==> src/rtl/musa_pc_pkg.sv <==
// Shared definitions for the MUSA PC / return-stack unit: branch condition
// codes, flag bit positions and the branch condition evaluator.
package musa_pc_pkg;

  localparam logic [2:0] BR_ALWAYS = 3'b000;
  localparam logic [2:0] BR_ZERO   = 3'b001;
  localparam logic [2:0] BR_NEG    = 3'b010;
  localparam logic [2:0] BR_CARRY  = 3'b011;
  localparam logic [2:0] BR_OVF    = 3'b100;
  localparam logic [2:0] BR_NZERO  = 3'b101;
  localparam logic [2:0] BR_NNEG   = 3'b110;
  localparam logic [2:0] BR_NEVER  = 3'b111;

  localparam int FLG_ZERO  = 0;
  localparam int FLG_NEG   = 1;
  localparam int FLG_CARRY = 2;
  localparam int FLG_OVF   = 3;

  function automatic logic cond_true(input logic [2:0] branch, input logic [3:0] flags);
    logic res;
    res = 1'b0;
    case (branch)
      BR_ALWAYS: res = 1'b1;
      BR_ZERO:   res = flags[FLG_ZERO];
      BR_NEG:    res = flags[FLG_NEG];
      BR_CARRY:  res = flags[FLG_CARRY];
      BR_OVF:    res = flags[FLG_OVF];
      BR_NZERO:  res = !flags[FLG_ZERO];
      BR_NNEG:   res = !flags[FLG_NEG];
      default:   res = 1'b0;
    endcase
    return res;
  endfunction

endpackage

==> src/rtl/pc_stack_unit_return_stack.sv <==
// Return-address LIFO: owns the entry memory, stack pointer, full/empty
// status and the sticky error flag for illegal stack operations.
module return_stack
  import musa_pc_pkg::*;
#(
  parameter int W     = 16,
  parameter int DEPTH = 8
) (
  input  logic         clk,
  input  logic         rst_n,
  input  logic         push_i,
  input  logic         pop_i,
  input  logic [W-1:0] din_i,
  output logic [W-1:0] top_o,
  output logic         empty_o,
  output logic         full_o,
  output logic         pop_ok_o,
  output logic         err_o
);

  localparam int AW   = $clog2(DEPTH);
  localparam int SP_W = AW + 1;

  logic [W-1:0]    mem_q [DEPTH];
  logic [SP_W-1:0] sp_q, sp_d;
  logic            err_q, err_d;
  logic            push_ok, pop_ok;
  logic [AW-1:0]   wr_idx, top_idx;

  assign empty_o = (sp_q == '0);
  assign full_o  = (sp_q == SP_W'(DEPTH));

  // a simultaneous push and pop is rejected outright rather than treated as replace
  assign push_ok  = push_i && !pop_i && !full_o;
  assign pop_ok   = pop_i && !push_i && !empty_o;
  assign pop_ok_o = pop_ok;

  assign wr_idx  = sp_q[AW-1:0];
  assign top_idx = sp_q[AW-1:0] - AW'(1);
  assign top_o   = empty_o ? '0 : mem_q[top_idx];
  assign err_o   = err_q;

  always_comb begin
    sp_d  = sp_q;
    err_d = err_q;
    if (push_ok) sp_d = sp_q + SP_W'(1);
    if (pop_ok)  sp_d = sp_q - SP_W'(1);
    if ((push_i && pop_i) || (push_i && full_o) || (pop_i && empty_o)) err_d = 1'b1;
  end

  always_ff @(posedge clk or negedge rst_n) begin
    if (!rst_n) begin
      sp_q  <= '0;
      err_q <= 1'b0;
    end else begin
      sp_q  <= sp_d;
      err_q <= err_d;
    end
  end

  always_ff @(posedge clk) begin
    if (push_ok) mem_q[wr_idx] <= din_i;
  end

endmodule

==> src/rtl/pc_stack_unit.sv <==
// Program counter with priority next-PC selection and a return-address
// stack for call/ret sequencing in the MUSA core.
module pc_stack_unit
  import musa_pc_pkg::*;
#(
  parameter int              PC_W     = 16,
  parameter int              DEPTH    = 8,
  parameter logic [PC_W-1:0] RESET_PC = '0
) (
  input  logic            clk,
  input  logic            rst_n,
  input  logic            add_pc,
  input  logic            write_pc,
  input  logic            brfl_control,
  input  logic [2:0]      branch,
  input  logic            push,
  input  logic            pop,
  input  logic            rtrn,
  input  logic [PC_W-1:0] target,
  input  logic [3:0]      flags,
  output logic [PC_W-1:0] pc,
  output logic [PC_W-1:0] top,
  output logic            stack_empty,
  output logic            stack_full,
  output logic            stack_err
);

  logic [PC_W-1:0] pc_q, pc_d;
  logic [PC_W-1:0] pc_inc;
  logic            pop_ok;

  assign pc_inc = pc_q + PC_W'(1);

  return_stack #(.W(PC_W), .DEPTH(DEPTH)) u_stack (
    .clk      (clk),
    .rst_n    (rst_n),
    .push_i   (push),
    .pop_i    (pop),
    .din_i    (pc_inc),
    .top_o    (top),
    .empty_o  (stack_empty),
    .full_o   (stack_full),
    .pop_ok_o (pop_ok),
    .err_o    (stack_err)
  );

  // a return that cannot pop freezes the PC instead of falling through
  always_comb begin
    pc_d = pc_q;
    if (rtrn && pop) begin
      if (pop_ok) pc_d = top;
    end else if (write_pc && !brfl_control) begin
      pc_d = target;
    end else if (write_pc && brfl_control) begin
      pc_d = cond_true(branch, flags) ? target : pc_inc;
    end else if (add_pc) begin
      pc_d = pc_inc;
    end
  end

  always_ff @(posedge clk or negedge rst_n) begin
    if (!rst_n) pc_q <= RESET_PC;
    else        pc_q <= pc_d;
  end

  assign pc = pc_q;

endmodule

==> config.mk <==
export PLATFORM = sky130hd
export DESIGN_NAME = pc_stack_unit
export DESIGN_NICKNAME = d
export VERILOG_FILES = /design/src/rtl/musa_pc_pkg.sv /design/src/rtl/pc_stack_unit_return_stack.sv /design/src/rtl/pc_stack_unit.sv
export SDC_FILE = /design/constraint.sdc
export NUM_CORES = 1
export LEC_CHECK = 0
export CORE_AREA = 3 3 95 187
export DETAILED_ROUTE_END_ITERATION = 7
export DIE_AREA = 0 0 98 190
export SLEW_MARGIN = 20
export SYNTH_ARGS = -nofsm -noshare
export SYNTH_HDL_FRONTEND = slang
export SYNTH_SLANG_ARGS = --single-unit
==> constraint.sdc <==
create_clock -name clk -period 7 [get_ports clk]
set_clock_uncertainty 0.05 [all_clocks]
set_input_delay 1.05 -clock clk [delete_from_list [all_inputs] [get_ports clk]]
set_output_delay 1.05 -clock clk [all_outputs]
set_load 0.005 [all_outputs]
# Word level (Yosys, flattened, before mapping)
# Memory sizes are Yosys's and may differ from the RTL's.
# Index checks and enable logic that the tools add are counted.
[totals]
regBits = 21
mem_bits_rw = 128
input_bits = 31
out_inout_bits = 35
word_cells = 55
mem_count = 1
[mem_list]
columns = ["memory", "depth", "width", "rd", "rd_ports_with_merged_regs", "wr", "line", "rtl"]
rows = [
  ["u_stack.mem_q", 8, 16, 1, 0, 1, "pc_stack_unit_return_stack.sv:24", "logic [W-1:0] mem_q [DEPTH];"],
]
[classes]
n_addsub = 4
eq_ne = 8
muxes = 15
n_reduce_logical = 24
[op_table]
columns = ["op", "count"]
rows = [
  ["two-way mux 16 bit", 7],
  ["adder 16 x 1 -> 16 bit, second input constant", 1],
  ["logical AND 1 bit", 10],
  ["equality test 3 bit, second input constant", 3],
  ["two-way mux 4 bit", 2],
  ["zero test 1 bit", 7],
  ["one-hot mux 1 bit (7 select lines)", 1],
  ["equality test 3 x 2 -> 1 bit, second input constant", 2],
  ["two-way mux 1 bit", 5],
  ["adder 4 x 1 -> 4 bit, second input constant", 1],
  ["equality test 4 bit, second input constant", 1],
  ["zero test 4 bit", 1],
  ["nonzero test 4 bit", 1],
  ["subtractor 4 x 1 -> 4 bit, second input constant", 1],
  ["equality test 3 x 1 -> 1 bit, second input constant", 1],
  ["zero test 3 bit", 1],
  ["subtractor 3 x 1 -> 3 bit, second input constant", 1],
  ["logical OR 1 bit", 2],
  ["!= test 2 bit, second input constant", 1],
  ["AND reduction 2 bit", 1],
  ["nonzero test 2 bit", 1],
]

# Longest topological paths before layout
[logic_depth]
word_depth = 9
mapped_depth = 14
ltp_nobuf = 12

# Cells and area by module
# A second synthesis with hierarchy kept.
[hier_totals]
hier_cells = 385
hier_area_um2 = 6556.3
[modules_own_cells]
columns = ["module", "instances", "cells_each", "area_per_inst_um2", "seq_area_each_um2"]
rows = [
  ["return_stack", 1, 235, 5272.6, 3968.8],
  ["pc_stack_unit", 1, 150, 1283.7, 400.4],
]

# Worst setup path after synthesis
# OpenSTA, ideal clock, no wires.
[synth_path]
path_type = "reg-to-reg"
from = "reg u_stack.sp_q[0]"
to = "mem u_stack.mem_q[0][0], enable pin"
setup_time_ns = 0.430
arrival_time_ns = 3.194
slack_ns = 3.325
path_stages_with_launch = 9
path_buffers = 2
synth_period_minus_slack_ns = 3.675
cell_sequence = "dfrtp_1 buf_4 buf_4 inv_1 ha_1 and3b_1 nor2_1 nand2_1 nor4_1"
[synth_between]
elab_chain_len = 5
[synth_rtl]
columns = ["element", "line", "rtl"]
rows = [
  ["from (decl)", "pc_stack_unit_return_stack.sv:25", "logic [SP_W-1:0] sp_q, sp_d;"],
  ["from (signal assigned)", "pc_stack_unit_return_stack.sv:56", "sp_q <= sp_d;"],
  ["equality test 4 bit", "pc_stack_unit_return_stack.sv:31", "assign full_o = (sp_q == SP_W'(DEPTH));"],
  ["via stack_full", "pc_stack_unit.sv:24", "output logic stack_full,"],
  ["zero test 1 bit", "pc_stack_unit_return_stack.sv:34", "assign push_ok = push_i && !pop_i && !full_o;"],
  ["logical AND 1 bit", "pc_stack_unit_return_stack.sv:34", ""],
  ["two-way mux 1 bit", "pc_stack_unit_return_stack.sv:62", "if (push_ok) mem_q[wr_idx] <= din_i;"],
  ["two-way mux 1 bit (not written as such)", "pc_stack_unit_return_stack.sv:62", ""],
  ["to (decl)", "pc_stack_unit_return_stack.sv:24", ""],
]
# The timed path passes the listed nets, and every way through them passes these cells.

# Worst setup path after layout
[layout_path]
from = "reg u_stack.sp_q[1]"
to = "out top[14]"
[layout_between]
elab_chain_len = 3
elab_cells_between_ends = 4
[layout_rtl]
columns = ["element", "line", "rtl"]
rows = [
  ["subtractor 3 x 1 -> 3 bit", "pc_stack_unit_return_stack.sv:39", "assign top_idx = sp_q[AW-1:0] - AW'(1);"],
  ["memory read (8 x 16 bit)", "n/a", ""],
  ["two-way mux 16 bit (*)", "pc_stack_unit_return_stack.sv:40", "assign top_o = empty_o ? '0 : mem_q[top_idx];"],
  ["to (decl)", "pc_stack_unit.sv:22", "output logic [PC_W-1:0] top,"],
]
# Mark *: on every way between the ends. The rest lies on a longest branch, timed or not.

==> qor.yml <==
timing:
  fin_setup_tns_ns: 0
  slew_viol_final: 0
  rsz0062_at_grt: "false"
  fmax_mhz: 221
  slew_headroom: 0.336
  fin_crit_ns: 4.53
  worst_slew_pin_slew_ns: 0.989
  post-route-period-util: 0.647
  hold_viol_final: 0
  setup_viol: 0
clock_network:
  cts_made_buffers: 17
  clockBufferDepth: 2
  htree_num_levels: 4
  clock-sinks: 149
  cts_tree: "done"
  post-cts-setup-buffers: 0
  clock_latency_ns: 0.42
  path_clk_slew_ns: 0.06
  cts_resized: 0
  root_buffer: "clkbuf_16"
  hold_buffers: 0
yosys:
  synthFlopType: "edfxtp_1"
  yosysMostFrequentCell: "edfxtp_1"
  synth_common_cells: "128 x edfxtp_1, 32 x mux4_2, 25 x nor2_1"
  ys_ff_latch: 149
  synth.distinct_cells: 50
  yosysTopAreaCell: "edfxtp_1"
  syn_area_per_cell_sq_um: 17.1
  syn-instance-count: 378
  synthTopCellsByArea: "edfxtp_1 59%, mux4_2 11%, dfrtp_1 8.1%, mux2i_1 3.6%, xnor2_1 1.8%"
  netlist.area_leader.share: 0.593
  ys_seq_area_frac: 0.674
  syn_nets: 414
  synth_edf_count: 128
  ys_warn_count: 0
  async_flop_share: 0.141
  synthesis.area_sq_mm: 0.00648
critical_path:
  crit_path_end_kind: "output port"
  path_max_fanout: 19
  startpoint: "u_stack.sp_q[1]"
  crit_required_ns: 5.90
  path_class: "reg2out"
  cp-start-kind: "flip-flop"
  rrSetupSlack_ns: 3.94
  worstRegToRegCells: 7
  cp_data_arrival_time_ns: 3.43
  r2r-end: "u_stack.mem_q[7][6]"
  r2r_start: "u_stack.sp_q[1]"
floorplanning:
  io_pins: 66
  core-area_sq_mm: 0.0164
  die_area_sq_mm: 0.0186
  rows: 66
  fp.dieW_um: 98
  start_util: 0.394
  dieHeight_um: 190
power:
  vdd_drop_max_uv: 325
  power_density_mw_per_mm2: 473
  power.leakage_nw: 2.71
route:
  ant_nets: 0
  firstDrtPassIters: 4
  wl_per_cell_um: 24.0
  drt_wl_total_mm: 16.2
  first_iter_violations: 226
  num_vias: 3792
  drc: 0
  viasPerCell: 5.62
placement:
  portBuffers: 65
  place.gp.congestion: 0.772
  dp_hpwl_mm: 11.1
flow_run:
  max_cap_violations: 0
final_layout:
  multi_input_comb_area_sq_mm: 0.00203
  drive_gt1_frac: 0.208
  finalNetCount: 494
  fillers: 1381
  seq_area_sq_mm: 0.00437
  antenna_cells: 0
  fin_util: 0.488
  areaGrowthSynthToFinish_pct: 23.7
global_route:
  antenna_found_initial: 0
  grt_overflow: 0
  grt_usage: 0.182
  grt_pass1_wl_mm: 24.6
  grt_max_degree: 39
  grt_pass1_vias: 4128
hold_path:
  hold_end: "u_stack.err_o"
  worstHoldStart: "u_stack.err_o"
  hold_depth: 1
  hold_path_class: "reg2reg"
status:
  status: "finished clean"
[power breakdown]
part	switching [W]	leakage, nW	internal [W]	total [W]
Sequential	0.000131	1.39	0.00121	0.00135
Combinational	0.000769	1.04	0.000795	0.00156
Clock	0.000406	0.284	0.000476	0.000882
[sequential cells by signal, summed over array words and instances, names as in the netlist]
signal         cells
u_stack.sp_q       4
u_stack.err_o      1
u_stack.mem_q    128
pc                16
[cell type report]
| class | instances | area share |
|---|---|---|
| Sequential cell | 149 | 0.545 |
| Tap cell | 204 | 0.0318 |
| Clock buffer | 17 | 0.0531 |
| Clock inverter | 15 | 0.0195 |
| Multi-Input combinational cell | 205 | 0.253 |
| Inverter | 6 | 0.00281 |
| Timing Repair Buffer | 79 | 0.0943 |
[critical path, cell delays in order (launching register included)]
cell and delay [ns]:
dfrtp_1 0.46, inv_1 0.14, ha_1 0.92, buf_4 0.38, mux4_2 0.32, mux2i_1 0.27, nor2_1 0.07, clkdlybuf4s50_1 0.45
[worst max path at each step]
| stage | end | cells past startpoint |
|---|---|---|
| final | top[14] | 7 |
| after global routing | top[14] | 7 |
| after CTS | top[14] | 7 |
| after detailed placement | top[14] | 7 |
| after global placement | top[14] | 7 |
| after floorplan | u_stack.mem_q[0][0] | 8 |
[through the flow]
step	power, W	setup slack, ns	area (sq um)	hold WS [ns]	instances
global placement	0.00292	2.88	7430	0.414	643
finish	0.00379	2.47	8020	0.428	675
CTS	0.00384	2.39	8020	0.439	675
floorplan	0.00225	3.33	6480	0.418	378
global route	0.00399	2.25	8020	0.454	675
detailed placement	0.00295	2.85	7430	0.425	643
[cells by family after synthesis]
logic type / count (synthesis) / synth area share
multiplexers: 58 / 0.152
AND/OR/NAND/NOR: 79 / 0.0625
buffers and inverters: 24 / 0.0199
AO/OA/AOI/OAI: 45 / 0.0552
flip-flops: 149 / 0.674
adder cells (fa/ha/maj): 5 / 0.0108
XOR/XNOR: 18 / 0.0255
[routing by layer]
metal,vias up,global-route usage,routed length (um)
li1,1687,-,-
met1,1953,0.209,5890
met2,124,0.329,9190
met3,28,0.0319,720
met4,0,0.0768,376
met5,-,0,0
[layout by cell type (no fill, tap or decap), types with 7 or more instances in the layout]
master / count
edfxtp_1: 128
nor2_1: 25
mux4_2: 32
inv_6: 7
buf_4: 14
nand2_1: 15
a22o_1: 8
mux2i_1: 23
dfrtp_1: 20
clkdlybuf4s50_1: 65
nand3_1: 9
o21ai_1: 7
clkbuf_16: 17
xnor2_1: 13
No activity file was read; power rests on OpenSTA's default activity.
